**config.mk**
```make
export PLATFORM = sky130hd
export DESIGN_NAME = decode_stage
export DESIGN_NICKNAME = d
export VERILOG_FILES = /design/src/rtl/decode_stage.sv
export SDC_FILE = /design/constraint.sdc
export NUM_CORES = 1
export LEC_CHECK = 0
export BUFFER_PORTS_ARGS = -buffer_cell sky130_fd_sc_hd__buf_2
export CAP_MARGIN = 20
export CORE_MARGIN = 1.5
export CORE_UTILIZATION = 55
export DETAILED_ROUTE_END_ITERATION = 8
export HOLD_SLACK_MARGIN = 0.02
export PLACE_DENSITY = 0.85
export SLEW_MARGIN = 20
export SYNTH_ARGS = -nofsm -noshare
export SYNTH_HDL_FRONTEND = slang
export SYNTH_SLANG_ARGS = --single-unit
```
**constraint.sdc**
```tcl
create_clock -name I_CLOCK -period 3.1 [get_ports I_CLOCK]
set_clock_uncertainty 0.2 [all_clocks]
set_input_delay 0.155 -clock I_CLOCK [delete_from_list [all_inputs] [get_ports I_CLOCK]]
set_output_delay 0.155 -clock I_CLOCK [all_outputs]
set_load 0.005 [all_outputs]
```
**src/rtl/decode_stage.sv**
```systemverilog
// Decode stage: field decode, register file with writeback bypass, per-register in-flight
// writer scoreboard, dependency/branch stall generation and the registered DE/EX latch.
module decode_stage #(
  parameter int unsigned DATA_WIDTH = 16,
  parameter int unsigned NUM_REGS   = 16,
  parameter int unsigned SB_MAX     = 3
) (
  input  logic                  I_CLOCK,
  input  logic                  I_RESET,
  input  logic                  I_LOCK,
  input  logic [15:0]           I_PC,
  input  logic [31:0]           I_IR,
  input  logic                  I_FetchStall,
  input  logic                  I_FRAMESTALL,
  input  logic                  I_BranchAddrSelect,
  input  logic                  I_WBEnable,
  input  logic [3:0]            I_WBRegIdx,
  input  logic [DATA_WIDTH-1:0] I_WBData,
  output logic                  O_LOCK,
  output logic [15:0]           O_PC,
  output logic [7:0]            O_Opcode,
  output logic [3:0]            O_DestRegIdx,
  output logic [DATA_WIDTH-1:0] O_Src1Value,
  output logic [DATA_WIDTH-1:0] O_Src2Value,
  output logic                  O_DEStall,
  output logic                  O_DepStallSignal,
  output logic                  O_BranchStallSignal
);

  localparam logic [7:0] OpNop  = 8'hFF;
  localparam logic [1:0] SbMax  = SB_MAX[1:0];

  logic [DATA_WIDTH-1:0] rf_q [NUM_REGS];
  logic [DATA_WIDTH-1:0] rf_d [NUM_REGS];
  logic [1:0]            sb_q [NUM_REGS];
  logic [1:0]            sb_d [NUM_REGS];

  logic                  lock_q, lock_d;
  logic [15:0]           pc_q, pc_d;
  logic [7:0]            op_q, op_d;
  logic [3:0]            dr_q, dr_d;
  logic [DATA_WIDTH-1:0] src1_q, src1_d;
  logic [DATA_WIDTH-1:0] src2_q, src2_d;
  logic                  destall_q, destall_d;
  logic                  bp_q, bp_d;

  logic [7:0]            opcode;
  logic [3:0]            dr, sr1, sr2;
  logic [15:0]           imm;
  logic                  is_nop, is_branch, is_imm;
  logic                  writes_dr, reads_sr1, reads_sr2;
  logic                  wb_hit1, wb_hit2;
  logic [1:0]            eff1, eff2;
  logic                  hazard, issue;
  logic [DATA_WIDTH-1:0] rd1, rd2;

  assign opcode = I_IR[31:24];
  assign dr     = I_IR[23:20];
  assign sr1    = I_IR[19:16];
  assign sr2    = I_IR[11:8];
  assign imm    = I_IR[15:0];

  always_comb begin
    is_nop    = (opcode == OpNop);
    is_branch = !is_nop && (opcode[7:6] == 2'b10);
    is_imm    = !is_nop && (opcode[7:6] == 2'b01);
    writes_dr = !is_nop && !opcode[7];
    reads_sr1 = !is_nop && (!is_branch || opcode[5]);
    reads_sr2 = !is_nop && (opcode[7:6] == 2'b00 || opcode[7:6] == 2'b11);

    wb_hit1 = I_WBEnable && (I_WBRegIdx == sr1);
    wb_hit2 = I_WBEnable && (I_WBRegIdx == sr2);
    // A writeback landing this edge retires one in-flight writer early.
    eff1 = sb_q[sr1] - {1'b0, (wb_hit1 && sb_q[sr1] != 2'd0)};
    eff2 = sb_q[sr2] - {1'b0, (wb_hit2 && sb_q[sr2] != 2'd0)};

    hazard = (reads_sr1 && eff1 != 2'd0) || (reads_sr2 && eff2 != 2'd0) ||
             (writes_dr && sb_q[dr] == SbMax);

    issue = I_LOCK && !I_FRAMESTALL && !I_FetchStall && !hazard && !bp_q && !is_nop;

    rd1 = wb_hit1 ? I_WBData : rf_q[sr1];
    rd2 = wb_hit2 ? I_WBData : rf_q[sr2];
  end

  assign O_DepStallSignal = hazard && I_LOCK && !I_FetchStall && !bp_q;

  always_comb begin : sb_next
    logic inc, dec;
    rf_d = rf_q;
    if (I_WBEnable) rf_d[I_WBRegIdx] = I_WBData;
    for (int unsigned i = 0; i < NUM_REGS; i++) begin
      inc     = issue && writes_dr && (dr == 4'(i));
      dec     = I_WBEnable && (I_WBRegIdx == 4'(i)) && (sb_q[i] != 2'd0);
      sb_d[i] = sb_q[i] + {1'b0, inc} - {1'b0, dec};
    end
  end

  always_comb begin
    lock_d    = I_LOCK;
    pc_d      = pc_q;
    op_d      = op_q;
    dr_d      = dr_q;
    src1_d    = src1_q;
    src2_d    = src2_q;
    destall_d = destall_q;
    bp_d      = bp_q;
    if (!I_FRAMESTALL) begin
      if (issue) begin
        pc_d      = I_PC;
        op_d      = opcode;
        dr_d      = dr;
        src1_d    = rd1;
        src2_d    = is_imm ? DATA_WIDTH'($signed(imm)) : rd2;
        destall_d = 1'b0;
      end else begin
        op_d      = OpNop;
        destall_d = 1'b1;
      end
      if (bp_q && I_BranchAddrSelect) bp_d = 1'b0;
      else if (issue && is_branch)    bp_d = 1'b1;
    end
  end

  always_ff @(negedge I_CLOCK) begin
    if (I_RESET) begin
      for (int unsigned i = 0; i < NUM_REGS; i++) begin
        rf_q[i] <= '0;
        sb_q[i] <= 2'd0;
      end
      lock_q    <= 1'b0;
      pc_q      <= '0;
      op_q      <= OpNop;
      dr_q      <= '0;
      src1_q    <= '0;
      src2_q    <= '0;
      destall_q <= 1'b1;
      bp_q      <= 1'b0;
    end else begin
      rf_q      <= rf_d;
      sb_q      <= sb_d;
      lock_q    <= lock_d;
      pc_q      <= pc_d;
      op_q      <= op_d;
      dr_q      <= dr_d;
      src1_q    <= src1_d;
      src2_q    <= src2_d;
      destall_q <= destall_d;
      bp_q      <= bp_d;
    end
  end

  assign O_LOCK              = lock_q;
  assign O_PC                = pc_q;
  assign O_Opcode            = op_q;
  assign O_DestRegIdx        = dr_q;
  assign O_Src1Value         = src1_q;
  assign O_Src2Value         = src2_q;
  assign O_DEStall           = destall_q;
  assign O_BranchStallSignal = bp_q;

endmodule

```
==> qor.txt, run 1 <==
Chip width - 186 µm
HPWL after DPL - 41,800 µm
CTS Root Cell - clkbuf_16
CTS Buf Count - 37
Htree depth - 2
Number of synthesized flops with an enable pin - 0
Distinct cell type count after synthesis - 51
Maximum clock path buffer count - 3
Row Count - 66
First-pass GRT wire length - 172,000 µm
Yosys warns - 0
Gpl congestion - 0.990
Register area share after synthesis - 0.382
I/O pin total - 139
Die height - 186 µm
Mapped Avg Cell Area - 9.06 µm²
Post-synth ARST share - 0
Stopping stage - global routing (5_1_grt)
Starting Density - 0.563
GR Overflow Total - 11
Vias in the first global route - 26.3k
All-Layer GR Usage - 0.695
Clock sink count - 351
Top FF cell, synth - dfxtp_1
Status - did not finish
Mapped cell area - 18,400 µm²
Largest net degree at the start of global routing - 77
I/O Buffers - 138
Post-Synthesis Cells - 2,031
Hold Buf Count CTS - 0
Syn nets - 2,141
First error - [ERROR GRT-0116] Global routing finished with congestion. Check the congestion regions in the DRC Viewer.
#FFs+latches synth - 351
synthesized netlist by cell type (3+ instances only):
master | n | area [µm²]
buf_2 | 24 | 120
inv_1 | 21 | 78.8
o21ai_0 | 26 | 130
a21oi_1 | 309 | 1550
mux2_2 | 21 | 236
nor3_1 | 21 | 105
buf_1 | 21 | 78.8
a22oi_1 | 33 | 248
nor2b_1 | 58 | 363
o32a_1 | 4 | 40.0
a211oi_1 | 33 | 248
xnor2_1 | 18 | 158
nand3_1 | 36 | 180
nand2_1 | 534 | 2000
and2_1 | 4 | 25.0
nand2b_1 | 6 | 37.5
clkbuf_1 | 137 | 514
a31oi_1 | 3 | 18.8
buf_6 | 8 | 90.1
ha_1 | 35 | 438
nand4b_1 | 4 | 35.0
mux2i_1 | 27 | 270
dfxtp_1 | 351 | 7030
mux4_2 | 160 | 3600
nor2_1 | 75 | 282
nand4_1 | 10 | 62.6
xor2_1 | 22 | 193
per-stage QoR:
step	hold slack, ns	std cells	worst slack, ns	instance area (µm²)	TNS (ns)
2_1_floorplan	0.231	2031	-1.48	18700	-108.23
3_5_place_dp	0.259	2645	-1.57	21000	-184.05
4_1_cts	0.266	3067	-1.65	23900	-72.33
3_3_place_gp	0.249	2645	-1.46	21000	-165.65
metal layers:
layer,overflow,track usage
met1,3,0.673
met2,2,0.794
met3,0,0.662
met4,5,0.619
met5,1,0.564
cell families after synthesis:
| family | share of synthesized area |
|---|---|
| compound gates | 0.129 |
| xor+xnor | 0.0190 |
| fa+ha+maj | 0.0238 |
| buf+inv | 0.0493 |
| flops | 0.382 |
| mux | 0.224 |
| simple gates | 0.173 |
timing repair:
action                     in CTS
cloned                          3
pin swaps                       6
setup endpoints to repair      95
buffers inserted                4
resized for setup              52
==> inputs of run 2 (changes only) <==
Settings changed: CORE_UTILIZATION 55 to 40, HOLD_SLACK_MARGIN 0.02 to not set, PLACE_DENSITY 0.85 to not set, PLACE_DENSITY_LB_ADDON set to 0.15.
Clock period 3.1 ns to 4 ns, I/O delays scaled along.
==> qor.txt, run 2 <==
Status - complete, but fails checks
DRC violations left - 0
DIE AREA - 47,300 µm²
Vias in the first global route - 18.8k
Distinct cell type count after synthesis - 51
WP data arrival - 4.83 ns
Clock Latency Late Sink - 0.64 ns
Htree depth - 2
Crit start category - register
WL/cell - 22.3 µm
CTS Buf Count - 42
Top FF cell, synth - dfxtp_1
Post-synth top cells - nand2_1 (534), dfxtp_1 (351), a21oi_1 (309)
Slew @ Worst Pin - 0.565 ns
Final Hold Fails - 0
Maxcap violations - 0
Synth area leader - dfxtp_1
Setup violations, final - 92
Clock slew at reported path FFs - 0.03 ns
Core area - 45,400 µm²
Crit path launch - sb_q[19]
Hold depth - 2
Regs by FF count - rf_q (256), sb_q (32)
Area contributors post-synth - dfxtp_1 (38%), mux4_2 (20%), nand2_1 (11%), a21oi_1 (8.4%), clkbuf_1 (2.8%)
Reg2Reg Depth - 14
R2R Path Start - sb_q[3]
CTS Root Cell - clkbuf_16
Mapped cell area - 18,400 µm²
Unrepaired setup endpoints after global routing - yes
Worst path required time - 3.60 ns
All-Layer GR Usage - 0.299
1st-pass router iterations - 6
Worst vdd ir - 0.342 mV
Mapped Avg Cell Area - 9.06 µm²
Die height - 217 µm
Most instantiated library cell after synthesis - nand2_1
Maximum clock path buffer count - 3
Reg2Reg Setup Slack - 0.75 ns
Nets@finish - 2,714
CTS tree - done
Worst Hold Class - reg2reg
Pwr/cell area - 401 nW/µm²
Gpl congestion - 0.915
Number of vias per cell - 5.65
Biggest register - rf_q
Hold Buf Count CTS - 0
Initial drt markers - 2,027
Syn nets - 2,141
Worst reg2reg endpoint - sb_q[25]
Max reg flops - 256
# diodes - 0
I/O Buffers - 138
Post-synth ARST share - 0
Worst Hold End - rf_q[66]
I/O pin total - 139
Max-slew violation total from the final report - 0
Register area share after synthesis - 0.382
Top cell type's share of synthesized area - 0.382
Clock sink count - 351
First-pass GRT wire length - 106,000 µm
GR Overflow Total - 0
HPWL after DPL - 44,000 µm
Slowest cell on the critical path - mux4_2
CP bufs+invs - 2
Worst Setup Path Type - reg2out
Largest net degree at the start of global routing - 116
Row Count - 78
Setup ws final - -1.23 ns
Initial antenna violation count - 1
Commonest non-fill, non-tap cell in the layout - nand2_1
Setup WS pre-CTS - -1.34 ns
FILL cells - 4,168
Yosys warns - 0
Number of synthesized flops with an enable pin - 0
Failing checks - setup timing
Starting Density - 0.405
Detail Route Antenna Nets - 0
DR vias - 18.2k
Max incr delay on CP - 0.49 ns
Crit Path Max Fanout - 4
Layout cells sized above 1 - 0.279
Pleak - 10.5 nW
Crit path max-delay family - multiplexers
Chip width - 217 µm
Most frequent cells in the layout - nand2_1 (534), inv_1 (375), dfxtp_1 (335)
Post-Synthesis Cells - 2,031
Hold wc startpoint - rf_q[66]
Area Growth Syn to Fin - 33.7%
Worst setup EP type - primary output
Setup TNS - -31.35 ns
Post-layout util - 0.542
Rel. slew slack - 0.623
Critical path, cell by cell - mux2i_1, mux4_2, mux2_4, a2111o_1, o21a_4, buf_12, a211oi_4, buf_2
#FFs+latches synth - 351
Post-Route WL - 71,900 µm
==> run 2: cell counts after synthesis <==
No cell type changed its count.
==> run 2: worst max-delay path by stage <==
| stage | end | slack, ns | depth (start not counted) |
|---|---|---|---|
| 2_1_floorplan | sb_q[28] | -1.08 | 15 |
| 3_3_place_gp | sb_q[27] | -1.32 | 15 |
| 3_5_place_dp | sb_q[25] | -1.34 | 15 |
| 4_1_cts | O_DepStallSignal | -1.27 | 8 |
| 5_1_grt | O_DepStallSignal | -1.32 | 8 |
| 6_report | O_DepStallSignal | -1.23 | 8 |
==> run 2: cell type report <==
| type | instances | area [µm²] | area share |
|---|---|---|---|
| clock inverters | 380 | 1620 | 0.0658 |
| inverters | 20 | 75.1 | 0.00305 |
| multi-input cells | 1467 | 11100 | 0.450 |
| clock buffers | 42 | 1050 | 0.0427 |
| flip-flops and latches | 351 | 7050 | 0.287 |
| well taps | 600 | 751 | 0.0305 |
| repair buffers | 371 | 2980 | 0.121 |
==> run 2: logic make-up (layout without fill, tap and decap cells) <==
logic type / after synthesis / count (layout) / share of synthesized area
and+or+nand+nor: 761 / 761 / 0.173
AOI/OAI and AO/OA: 422 / 422 / 0.129
DFF: 351 / 351 / 0.382
buffers and inverters: 213 / 813 / 0.0493
muxes: 209 / 209 / 0.224
xor gates and xnor gates: 40 / 40 / 0.0190
adders and majority gates: 35 / 35 / 0.0238
==> run 2: per-layer routing <==
layer	track usage	part of all wire	vias to the layer above
met5	0	0	-
met4	0.153	0.035	0
met3	0.0799	0.091	171
met2	0.472	0.47	900
met1	0.375	0.41	8883
li1	-	-	8290
==> run 2: worst reg2reg max path, stage by stage (launching register included) <==
cell       delay [ns]
dfxtp_4          0.35
buf_4            0.15
mux4_2           0.47
or3_1            0.41
o2111ai_4        0.13
buf_4            0.17
o21ai_4          0.07
nor2_4           0.16
buf_6            0.16
nand4b_1         0.12
ha_1             0.29
inv_1            0.04
ha_1             0.18
xnor2_1          0.16
nor2_1           0.05
==> run 2: repair_timing <==
item	in CTS	in global routing
gates cloned	4	5
gates resized for setup	79	84
pin swaps	4	45
setup endpoints to repair	95	95
buffers inserted	7	9
==> run 2: power by group <==
group	switching [W]	total [W]	internal, W	leakage [nW]
Sequential	0.0000360	0.00361	0.00358	2.84
Clock	0.00251	0.00527	0.00276	2.54
Combinational	0.000579	0.000978	0.000400	5.15
Total	0.00313	0.00987	0.00674	10.5
==> run 2: stage by stage <==
stage	power, W	std cells	hold WS, ns	instance area, µm²
finish	0.00987	3231	0.260	24600
global route	0.0104	3231	0.277	24600
detailed placement	0.00504	2789	0.257	21000
global placement	0.00503	2789	0.248	21000
floorplan	0.00467	2031	0.243	18500
CTS	0.00992	3221	0.262	24100
(Power assumes the default switching activity.)
